<file path="config.mk">
export PLATFORM = sky130hd
export DESIGN_NAME = uart_byte_rx
export DESIGN_NICKNAME = d
export VERILOG_FILES = /design/src/rtl/uart_byte_rx_pkg.sv /design/src/rtl/sync_2ff.sv /design/src/rtl/uart_byte_rx.sv
export SDC_FILE = /design/constraint.sdc
export NUM_CORES = 1
export LEC_CHECK = 0
export CORE_MARGIN = 5
export CORE_UTILIZATION = 25
export CTS_CLUSTER_SIZE = 28
export DETAILED_ROUTE_END_ITERATION = 8
export PLACE_DENSITY = 0.38
export SLEW_MARGIN = 20
export SYNTH_ARGS = -nofsm -noshare
export SYNTH_HDL_FRONTEND = slang
export SYNTH_SLANG_ARGS = --single-unit
</file>
<file path="constraint.sdc">
create_clock -name clk -period 2.95 [get_ports clk]
set_input_delay 0.4425 -clock clk [delete_from_list [all_inputs] [get_ports clk]]
set_output_delay 0.4425 -clock clk [all_outputs]
set_load 0.1 [all_outputs]
</file>
<file path="src/rtl/uart_byte_rx_pkg.sv">
// Shared definitions for the UART byte receiver and its matching transmitter.
// State encodings, default line settings and baud divider derivation.
package uart_byte_rx_pkg;

  localparam int unsigned DEF_CLK_FREQ = 50000000;
  localparam int unsigned DEF_BAUD     = 115200;

  typedef enum logic [2:0] {
    IDLE      = 3'd0,
    START     = 3'd1,
    DATA      = 3'd2,
    STOP      = 3'd3,
    WAIT_HIGH = 3'd4
  } rx_state_e;

  function automatic int unsigned baud_div(
    input int unsigned clk_freq,
    input int unsigned baud
  );
    return clk_freq / baud;
  endfunction

  function automatic int unsigned half_div(
    input int unsigned clk_freq,
    input int unsigned baud
  );
    return baud_div(clk_freq, baud) / 2;
  endfunction

endpackage

</file>
<file path="src/rtl/sync_2ff.sv">
// Single-bit two-flop synchronizer for an asynchronous input.
// Both flops reset to RST_VAL.
module sync_2ff #(
  parameter logic RST_VAL = 1'b0
) (
  input  logic clk,
  input  logic rst_n,
  input  logic d,
  output logic q
);

  logic meta_q;
  logic sync_q;

  always_ff @(posedge clk or negedge rst_n) begin
    if (!rst_n) begin
      meta_q <= RST_VAL;
      sync_q <= RST_VAL;
    end else begin
      meta_q <= d;
      sync_q <= meta_q;
    end
  end

  assign q = sync_q;

endmodule

</file>
<file path="src/rtl/uart_byte_rx.sv">
// 8N1 UART receiver: one rx_done strobe per good frame.
// Framing errors strobe rx_frame_err and wait for the line to go high.
module uart_byte_rx
  import uart_byte_rx_pkg::*;
#(
  parameter int unsigned CLK_FREQ = DEF_CLK_FREQ,
  parameter int unsigned BAUD     = DEF_BAUD
) (
  input  logic       clk,
  input  logic       rst_n,
  input  logic       uart_rxd,
  output logic [7:0] rx_data,
  output logic       rx_done,
  output logic       rx_frame_err,
  output logic       rx_busy
);

  localparam int unsigned BAUD_DIV = baud_div(CLK_FREQ, BAUD);
  localparam int unsigned HALF     = half_div(CLK_FREQ, BAUD);
  localparam int unsigned CW       = $clog2(BAUD_DIV);

  localparam logic [CW-1:0] CNT_LAST = CW'(BAUD_DIV - 1);
  localparam logic [CW-1:0] CNT_MID  = CW'(HALF - 1);

  rx_state_e     state_q;
  rx_state_e     state_d;
  logic [CW-1:0] cnt_q;
  logic [CW-1:0] cnt_d;
  logic [2:0]    bit_q;
  logic [2:0]    bit_d;
  logic [7:0]    shift_q;
  logic [7:0]    shift_d;
  logic [7:0]    data_q;
  logic [7:0]    data_d;
  logic          done_q;
  logic          done_d;
  logic          ferr_q;
  logic          ferr_d;
  logic          rxd_s;
  logic          rxd_dly_q;
  logic          cnt_wrap;

  sync_2ff #(
    .RST_VAL (1'b0)
  ) u_sync (
    .clk   (clk),
    .rst_n (rst_n),
    .d     (uart_rxd),
    .q     (rxd_s)
  );

  assign cnt_wrap = (cnt_q == CNT_LAST);

  always_comb begin
    state_d = state_q;
    cnt_d   = cnt_q;
    bit_d   = bit_q;
    shift_d = shift_q;
    data_d  = data_q;
    done_d  = 1'b0;
    ferr_d  = 1'b0;
    unique case (state_q)
      IDLE: begin
        if (rxd_dly_q && !rxd_s) begin
          state_d = START;
          cnt_d   = '0;
        end
      end
      START: begin
        if (cnt_q == CNT_MID) begin
          cnt_d   = '0;
          bit_d   = 3'd0;
          state_d = rxd_s ? IDLE : DATA;
        end else begin
          cnt_d = cnt_q + 1'b1;
        end
      end
      DATA: begin
        if (cnt_wrap) begin
          cnt_d   = '0;
          shift_d = {rxd_s, shift_q[7:1]};
          bit_d   = bit_q + 3'd1;
          if (bit_q == 3'd7) begin
            state_d = STOP;
          end
        end else begin
          cnt_d = cnt_q + 1'b1;
        end
      end
      STOP: begin
        // Leave mid-stop-bit so a back-to-back start edge is not missed.
        if (cnt_wrap) begin
          cnt_d = '0;
          if (rxd_s) begin
            data_d  = shift_q;
            done_d  = 1'b1;
            state_d = IDLE;
          end else begin
            ferr_d  = 1'b1;
            state_d = WAIT_HIGH;
          end
        end else begin
          cnt_d = cnt_q + 1'b1;
        end
      end
      WAIT_HIGH: begin
        if (rxd_s) begin
          state_d = IDLE;
        end
      end
      default: begin
        state_d = IDLE;
        cnt_d   = '0;
      end
    endcase
  end

  always_ff @(posedge clk or negedge rst_n) begin
    if (!rst_n) begin
      state_q   <= IDLE;
      cnt_q     <= '0;
      bit_q     <= 3'd0;
      shift_q   <= 8'd0;
      data_q    <= 8'd0;
      done_q    <= 1'b0;
      ferr_q    <= 1'b0;
      rxd_dly_q <= 1'b0;
    end else begin
      state_q   <= state_d;
      cnt_q     <= cnt_d;
      bit_q     <= bit_d;
      shift_q   <= shift_d;
      data_q    <= data_d;
      done_q    <= done_d;
      ferr_q    <= ferr_d;
      rxd_dly_q <= rxd_s;
    end
  end

  assign rx_data      = data_q;
  assign rx_done      = done_q;
  assign rx_frame_err = ferr_q;
  assign rx_busy      = (state_q != IDLE);

endmodule

</file>
== Yosys cells after proc, flatten, opt, wreduce, memory -nomap -nowiden ==
Cells that the tools add are included.
Storage, ports and cells
  flip-flop bits (word level): 36
  output and inout port bits: 11
Cells by class
  reduce and logical (&&, ||, !) cells: 11
  equality and inequality tests: 13
  bitwise operators: 1
  add/subtract/negate cells: 2
  mux-type cells: 22
Operators with widths (number)
  $pmux W9 S4: 1
  $mux W3: 9
  $mux W9: 3
  $pmux W3 S5: 1
  $ne A2 B2 Y1 const B: 5
  $add A9 B1 Y9 const B: 1
  $eq A9 B8 Y1 const B: 1
  $eq A9 B9 Y1 const B: 1
  $eq A3 B2 Y1 const B: 2
  $eq A3 B3 Y1 const B: 2
  $mux W1: 6
  $pmux W3 S2: 1
  $reduce_and A3 Y1: 2
  $reduce_and A6 Y1: 1
  $reduce_and A2 Y1: 2
  $add A3 B1 Y3 const B: 1
  $eq A3 B1 Y1 const B: 1
  $logic_not A3 Y1: 1
  $reduce_bool A3 Y1: 1
  $mux W2: 1
  $ne A2 B1 Y1 const B: 1
  $reduce_bool A2 Y1: 1
  $reduce_or A2 Y1: 1
  $logic_and A1 B1 Y1: 1
  other kinds (2): 2

== Logic depth before layout (Yosys ltp) ==
Gate-level depths: netlist (run 1).
  word-level depth: 4
  depth in mapped cells: 7
  depth with buffers taken out: 6

== Hierarchy ==
From an unflattened synthesis (run 1), not the netlist that was laid out.
Unflattened totals
  cells, all modules: 140
  area total of the unflattened synthesis: 1666.6 um^2
By module, submodules not included
  uart_byte_rx: area an instance 1616.6 um^2, cells an instance 138, times used 1
  sync_2ff: area an instance 50.0 um^2, cells an instance 2, times used 1

== Worst setup path before layout (run 1) ==
OpenSTA, ideal clock, no wires.
  kind: register to output
  from: register state_q[2]
  to: output rx_busy
  cell stages (with the launch flop): 3
  slack: 1315 ps
  arrival time: 1193 ps
  cells stage by stage: dfrtp_1 > nor2_1 > nand2_1
Between the ends
  word-level cells in the longest chain between the ends: 1
Ends and longest elaborated chain
  from (decl): RTL line uart_byte_rx.sv:25  | rx_state_e state_q;
  from (signal assigned): RTL line uart_byte_rx.sv:129  | state_q <= state_d;
  $reduce_bool A3 Y1: RTL line uart_byte_rx.sv:143  | assign rx_busy = (state_q != IDLE);
  to (decl): RTL line uart_byte_rx.sv:15  | output logic rx_busy
Every way passes these cells.

== Final worst setup path (run 1) ==
  from: register cnt_q[1]
  to: register bit_q[0]
Between the ends
  word-level cells in the longest chain between the ends: 3
Ends and longest elaborated chain
  from (decl): RTL line uart_byte_rx.sv:27  | logic [CW-1:0] cnt_q;
  from (signal assigned): RTL line uart_byte_rx.sv:130  | cnt_q <= cnt_d;
  $eq A9 B8 Y1 / $eq A9 B9 Y1 (equally long branches): RTL line uart_byte_rx.sv:70, uart_byte_rx.sv:52
  $ne A2 B2 Y1 (no source line)
  $reduce_and A3 Y1 (no source line) *
  to (signal assigned): RTL line uart_byte_rx.sv:131  | bit_q <= bit_d;
  to (decl): RTL line uart_byte_rx.sv:29  | logic [2:0] bit_q;
Every way passes the cells marked *; elsewhere a longest branch is shown, timed or not.
A chain may end at the register's enable or synchronous reset.

==> results of run 1 <==
==> cell type report <==
cell class              instances  area [um2]
clock buffers                   6        72.6
clock inverters                 2        35.0
fillers                       662        4480
inverters                       5        18.8
multi-input cells              98         756
flip-flops and latches         36         901
well taps                      77        96.3
repair buffers                 13        97.6
==> layer usage <==
metal  global-route usage  wire, um  vias up
met5                    0         0        -
met2                0.133      1580       19
met3               0.0262       148        2
li1                     -         -      541
met4               0.0297        27        0
met1                0.103      1430      552
==> worst max-delay path: cells and delay by family, from the launching register on <==
kind	cells	cell delay, ns
simple gates	2	0.73
flops	1	0.41
compound gates	1	0.31
mux	1	0.27
fa+ha+maj	1	0.14
buf+inv	1	0.08
==> power groups by stage <==
stage          logic [mW]  clock network [mW]  registers [mW]
5_1_grt             0.372               0.466           0.589
2_1_floorplan       0.254                   0           0.580
6_report            0.330               0.427           0.583
4_1_cts             0.337               0.451           0.583
3_3_place_gp        0.339                   0           0.592
3_5_place_dp        0.334                   0           0.593
==> cells in the mapped netlist, drive strengths merged <==
| cell | count |
|---|---|
| nand4 | 2 |
| inv | 5 |
| dfrtp | 36 |
| o21ai | 12 |
| o211ai | 5 |
| a21oi | 2 |
| or3b | 1 |
| o22ai | 1 |
| ha | 5 |
| buf | 1 |
| o21a | 1 |
| nand2 | 17 |
| a211oi | 1 |
| nand3 | 4 |
| and2 | 1 |
| and4 | 1 |
| a22o | 3 |
| nor2 | 10 |
| o31ai | 2 |
| or2 | 1 |
| a21boi | 1 |
| xnor2 | 2 |
| nor3 | 2 |
| and4bb | 2 |
| mux2 | 17 |
| nor2b | 3 |
| and4b | 2 |
==> stage by stage <==
step,total power [mW],util
final,1.34,0.306
after global routing,1.43,0.306
after CTS,1.37,0.306
after detailed placement,0.927,0.289
after global placement,0.931,0.289
after floorplan,0.834,-
==> state kept, by name, indices dropped and copies added, names as in the netlist <==
register and cells:
rx_data 8, u_sync.meta_q 1, u_sync.q 1, bit_q 3, rx_done 1, shift_q 8
rx_frame_err 1, state_q 3, rxd_dly_q 1, cnt_q 9
==> placed cells by master, fill, tap and decap left out, drive strengths merged, types with 2 or more instances in the layout <==
cell     n
nor3     2
nor2b    3
buf     12
ha       5
clkbuf   6
nand3    4
nand4    2
mux2    17
a21oi    2
dfrtp   36
o21ai   12
nor2    10
o31ai    2
and4bb   2
xnor2    2
a22o     3
and4b    2
inv      5
nand2   17
o211ai   5
==> kinds of logic after synthesis <==
| group | after synthesis |
|---|---|
| buffers and inverters | 6 |
| adders and majority gates | 5 |
| DFF | 36 |
| xor gates and xnor gates | 2 |
| and+or+nand+nor | 46 |
| AOI/OAI and AO/OA | 28 |
| muxes | 17 |
==> worst paths after layout <==
kind                                         startpoint                endpoint
worst max-delay path               cnt_q[1]$_DFFE_PN0P_    bit_q[0]$_DFFE_PN0P_
worst min-delay path                              rst_n  rx_data[0]$_DFFE_PN0P_
worst max register to register     cnt_q[1]$_DFFE_PN0P_    bit_q[0]$_DFFE_PN0P_
worst min register to register  u_sync.meta_q$_DFF_PN0_      u_sync.q$_DFF_PN0_
max in group asynchronous                         rst_n    cnt_q[7]$_DFFE_PN0P_
min in group clk                u_sync.meta_q$_DFF_PN0_      u_sync.q$_DFF_PN0_
==> results.yml, run 1 <==
outcome:
  status: "finished clean"
power:
  powerDensity_nw_per_um2: 678
  switching_power_mw: 0.447
  leakagePower_nw: 0.944
  p_clk_frac: 0.318
  pwr-share-seq: 0.435
  p_int_mw: 0.893
  peakVddDrop_uv: 538
  p_sw_frac: 0.333
  p_comb_frac: 0.247
routing:
  first_pass_iters: 4
  antenna_left: 0
  routed_wl_um: 3190
  drc_errors: 0
  wl_per_cell_um: 13.5
  drtIter0Drc: 23
  vias_per_cell: 4.70
  vias: 1114
cells_and_area:
  n_antenna_cell: 0
  nNetsFinal: 167
  drive_above_1_share: 0.281
  design_area_um2: 1980
  fin_cells: 237
  area_growth_pct: 17.6
floorplan:
  core_um2: 6460
  die_w_um: 92.0
  num_io_pins: 14
  rows: 29
  die_h_um: 92.0
  start_util: 0.260
  die_area_um2: 8460
yosys:
  synth-compound-area-share: 0.115
  syn_area_per_cell_um2: 12.0
  syn-num-nets: 148
  muxShareOfSynthArea: 0.132
  synth_seq_area_share: 0.536
  synth_area_leaders: "dfrtp_1, mux2_4, mux2_2, ha_1, o21ai_0"
  synth_top_family_by_area: "simple AND/OR/NAND/NOR gates"
  yosysWarnings: 0
  synthDistinctLibCells: 33
  synth_fa_ha_area_frac: 0.0372
  yosys.area.top_type_share: 0.536
  synthSimpleGateAreaFrac: 0.155
  synth_cells: 140
  synth_xor_area_frac: 0.0104
  synth_seq_cells: 36
  syn_area_um2: 1680
  synth_top_cell_by_area: "dfrtp_1"
setup_path:
  required_ns: 3.12
  slowest_stage: "nand4_1"
  rrSetupSlack_ns: 0.90
  reg2regPathDepth: 6
  cp_cell_sequence: "inv_1, ha_1, and4bb_4, nand4_1, o21a_1, mux2_2"
  max_stage_delay_ns: 0.45
  cp.arrival_ns: 2.22
  path_class: "reg -> reg"
  cp-start-kind: "flop"
  crit_path_end_kind: "flop"
  crit_path_max_fanout: 11
sta:
  timing.final.ws_setup_ns: 0.902
  fin_crit_ns: 2.05
  worst_slew_pin_slew_ns: 0.814
  tns_ns: 0
  fmax_ghz: 0.488
  slew_headroom: 0.456
  whs_ns: 0.251
  setup_viol: 0
  hold_viol: 0
  maxSlewViolCount: 0
  finalClockSkew_ns: 0.00369
  post-route-period-util: 0.694
  rsz0062_at_grt: "no"
clock_network:
  cts_root_buf: "clkbuf_8"
  numCtsBuffers: 5
  cts.clk_slew.worst_paths_ns: 0.07
  cts_max_path_buffers: 2
  cts_setup_buffers: 0
  post_cts_resized: 0
  cts_tree: "yes"
  clock_sinks: 36
  ctsHoldBuffers: 0
  clk_latency_ns: 0.28
  cts_max_level: 2
place:
  dpl_cell_area_um2: 1870
  place_congestion: 0.757
  post-place-ws_ns: 0.873
  dp.cells: 229
  dp_hpwl_um: 2230
  portBuffers: 13
grt:
  grt_max_degree: 37
  antenna_found_initial: 0
  grt_use_total: 0.0821
  grt_pass1_wl_um: 5520
  grt_pass1_vias: 1165
  gr-total-overflow: 0
flow_run:
  max_cap_violations: 0
hold_path:
  holdCritPathClass: "in -> async"
(Power assumes the default switching activity.)
==> inputs of run 2 (changes only) <==
--- a/config.mk
+++ b/config.mk
@@ -9,7 +9,7 @@
 export CORE_UTILIZATION = 25
 export CTS_CLUSTER_SIZE = 28
 export DETAILED_ROUTE_END_ITERATION = 8
-export PLACE_DENSITY = 0.38
+export PLACE_DENSITY = 0.39
 export SLEW_MARGIN = 20
 export SYNTH_ARGS = -nofsm -noshare
 export SYNTH_HDL_FRONTEND = slang
==> constraint.sdc (replaced) <==
create_clock -name clk -period 1.8 [get_ports clk]
set_input_delay 0.27 -clock clk [delete_from_list [all_inputs] [get_ports clk]]
set_output_delay 0.27 -clock clk [all_outputs]
set_load 0.1 [all_outputs]
==> run 2 against run 1 <==
  * Routed wire length rose by 3.0%
  * Register-to-register slack got worse by 0.81 ns
  * First-iteration DRC count rose by 30%
  * Clock skew barely moved
  * Non-clock buffer count rose by 16
  * Setup slack got worse by 0.81 ns
  * Critical path depth rose by 1
  * Global-route usage rose by 0.42 points
  * Final cell count rose by 6.8%
  * Worst hold slack improved by 0.10 ns
  * Highest routed layer unchanged
  * Sequential share of layout area fell by 3.1 points
  * Combinational power rose by 120%
  * Critical endpoint is now cnt_q[0]$_DFFE_PN0P_
  * Largest cell class unchanged
  * Largest power group unchanged
==> results.yml, run 2 (synthesis results as in run 1) <==
clock_network:
  cts_setup_buffers: 0
  clock_sinks: 36
  numCtsBuffers: 5
  cts.clk_slew.worst_paths_ns: 0.07
  clk_latency_ns: 0.28
  cts_tree: "yes"
  cts_max_level: 2
  cts_root_buf: "clkbuf_8"
  cts_max_path_buffers: 2
sta:
  finalClockSkew_ns: 0.00386
  tns_ns: 0
  maxSlewViolCount: 0
  worst_slew_pin_slew_ns: 0.455
  hold_viol: 0
  rsz0062_at_grt: "no"
  fmax_ghz: 0.584
  post-route-period-util: 0.951
  setup_viol: 0
  slew_headroom: 0.697
  whs_ns: 0.355
  fin_crit_ns: 1.71
setup_path:
  path_class: "reg -> reg"
  slowest_stage: "dfrtp_1"
  cp-startpoint: "cnt_q[1]$_DFFE_PN0P_"
  crit_path_end_kind: "flop"
  cp.arrival_ns: 1.88
  cp-start-kind: "flop"
  max_stage_delay_ns: 0.38
  crit_path_max_fanout: 4
  required_ns: 1.97
  r2r_start: "cnt_q[1]$_DFFE_PN0P_"
  cp_cell_sequence: "inv_1, ha_1, and4bb_4, a211oi_4, buf_4, or2_4, mux2_2"
power:
  p_comb_frac: 0.309
  pwr-share-seq: 0.390
  powerDensity_nw_per_um2: 1110
  switching_power_mw: 0.770
  p_sw_frac: 0.327
  p_clk_frac: 0.301
  peakVddDrop_uv: 984
  leakagePower_nw: 1.03
  p_int_mw: 1.58
grt:
  antenna_found_initial: 0
  grt_pass1_vias: 1200
  gr-total-overflow: 0
  grt_pass1_wl_um: 5860
  grt_max_degree: 20
  grt_use_total: 0.0863
floorplan:
  num_io_pins: 14
  core_um2: 6460
  die_h_um: 92.0
  die_area_um2: 8460
  start_util: 0.260
  rows: 29
  die_w_um: 92.0
routing:
  drc_errors: 0
  vias_per_cell: 4.55
  vias: 1151
  antenna_left: 0
  wl_per_cell_um: 13.0
  drtIter0Drc: 30
  routed_wl_um: 3290
  first_pass_iters: 4
cells_and_area:
  n_antenna_cell: 0
  multiInputGateArea_um2: 761
  area_growth_pct: 26.2
  regArea_um2: 901
  mostFrequentLayoutCell: "dfrtp_1"
  drive_above_1_share: 0.352
  nNetsFinal: 183
  layout_common_cells: "dfrtp_1, buf_4, nand2_1"
  nFillCells: 655
  largest-register: "cnt_q"
  largest_register_ffs: 9
place:
  portBuffers: 13
  place_congestion: 0.810
  dp_hpwl_um: 2410
hold_path:
  hp-start: "u_sync.meta_q$_DFF_PN0_"
  holdCritPathClass: "reg -> reg"
outcome:
  status: "finished clean"
flow_run:
  max_cap_violations: 0
==> run 2: cell types whose count changed in the layout (fill, tap and decap cells not counted) <==
cell	delta
buf_12	+1
buf_4	+14
clkbuf_1	-1
clkinvlp_4	+1
dlygate4sd3_1	+1
o31ai_1	-1
o31ai_2	+1
==> run 2: final timing paths <==
path	slack, ns	cells after the start	endpoint
max in group asynchronous	0.82	3	shift_q[7]$_DFFE_PN0P_
worst min register to register	0.35	0	u_sync.q$_DFF_PN0_
worst max register to register	0.09	7	cnt_q[0]$_DFFE_PN0P_
worst min-delay path	0.35	0	u_sync.q$_DFF_PN0_
min in group asynchronous	0.46	2	rx_data[1]$_DFFE_PN0P_
worst max-delay path	0.09	7	cnt_q[0]$_DFFE_PN0P_
==> run 2: power by group through the flow <==
stage                     Combinational, mW  Sequential, mW  Clock [mW]
after floorplan                       0.416           0.950           0
after global placement                0.720           0.929           0
after detailed placement              0.716           0.931           0
after CTS                             0.722           0.915       0.753
after global routing                  0.801           0.924       0.775
final                                 0.728           0.917       0.708
==> run 2: worst max-delay path: cells and delay by family (launching register included) <==
kind,cells,cell delay (ns)
adders and majority gates,1,0.15
AOI/OAI and AO/OA,1,0.07
DFF,1,0.38
and+or+nand+nor,2,0.52
buffers and inverters,2,0.22
muxes,1,0.26
==> run 2: routing by layer <==
layer,global-route usage,up-vias,wire [um]
met5,0,-,0
met4,0.0297,0,53
met1,0.113,550,1600
li1,-,567,-
met3,0.0311,7,120
met2,0.132,27,1520
==> run 2: what timing repair did <==
item / in CTS / in global routing
endpoints found under the hold margin: 17 / 0
hold buffers: 1 / 0
endpoints found under the setup margin: 0 / 1
gates resized for setup: 0 / 1
==> run 2: cell type report <==
type                       count  share of cell area
timing repair buffer          29               0.110
clock buffer                   5              0.0324
inverter                       5             0.00885
clock inverter                 3              0.0201
multi-input combinational     98               0.359
sequential                    36               0.425
tap                           77              0.0454
==> run 2: stage by stage <==
stage / setup WS (ns) / util / power (mW) / cells / area, um2
detailed placement: 0.110 / 0.309 / 1.65 / 244 / 1990
global route: 0.00461 / 0.328 / 2.50 / 253 / 2120
CTS: 0.0948 / 0.328 / 2.39 / 253 / 2120
global placement: 0.125 / 0.309 / 1.65 / 244 / 1990
floorplan: 0.181 / - / 1.37 / 140 / 1680
finish: 0.0880 / 0.328 / 2.35 / 253 / 2120
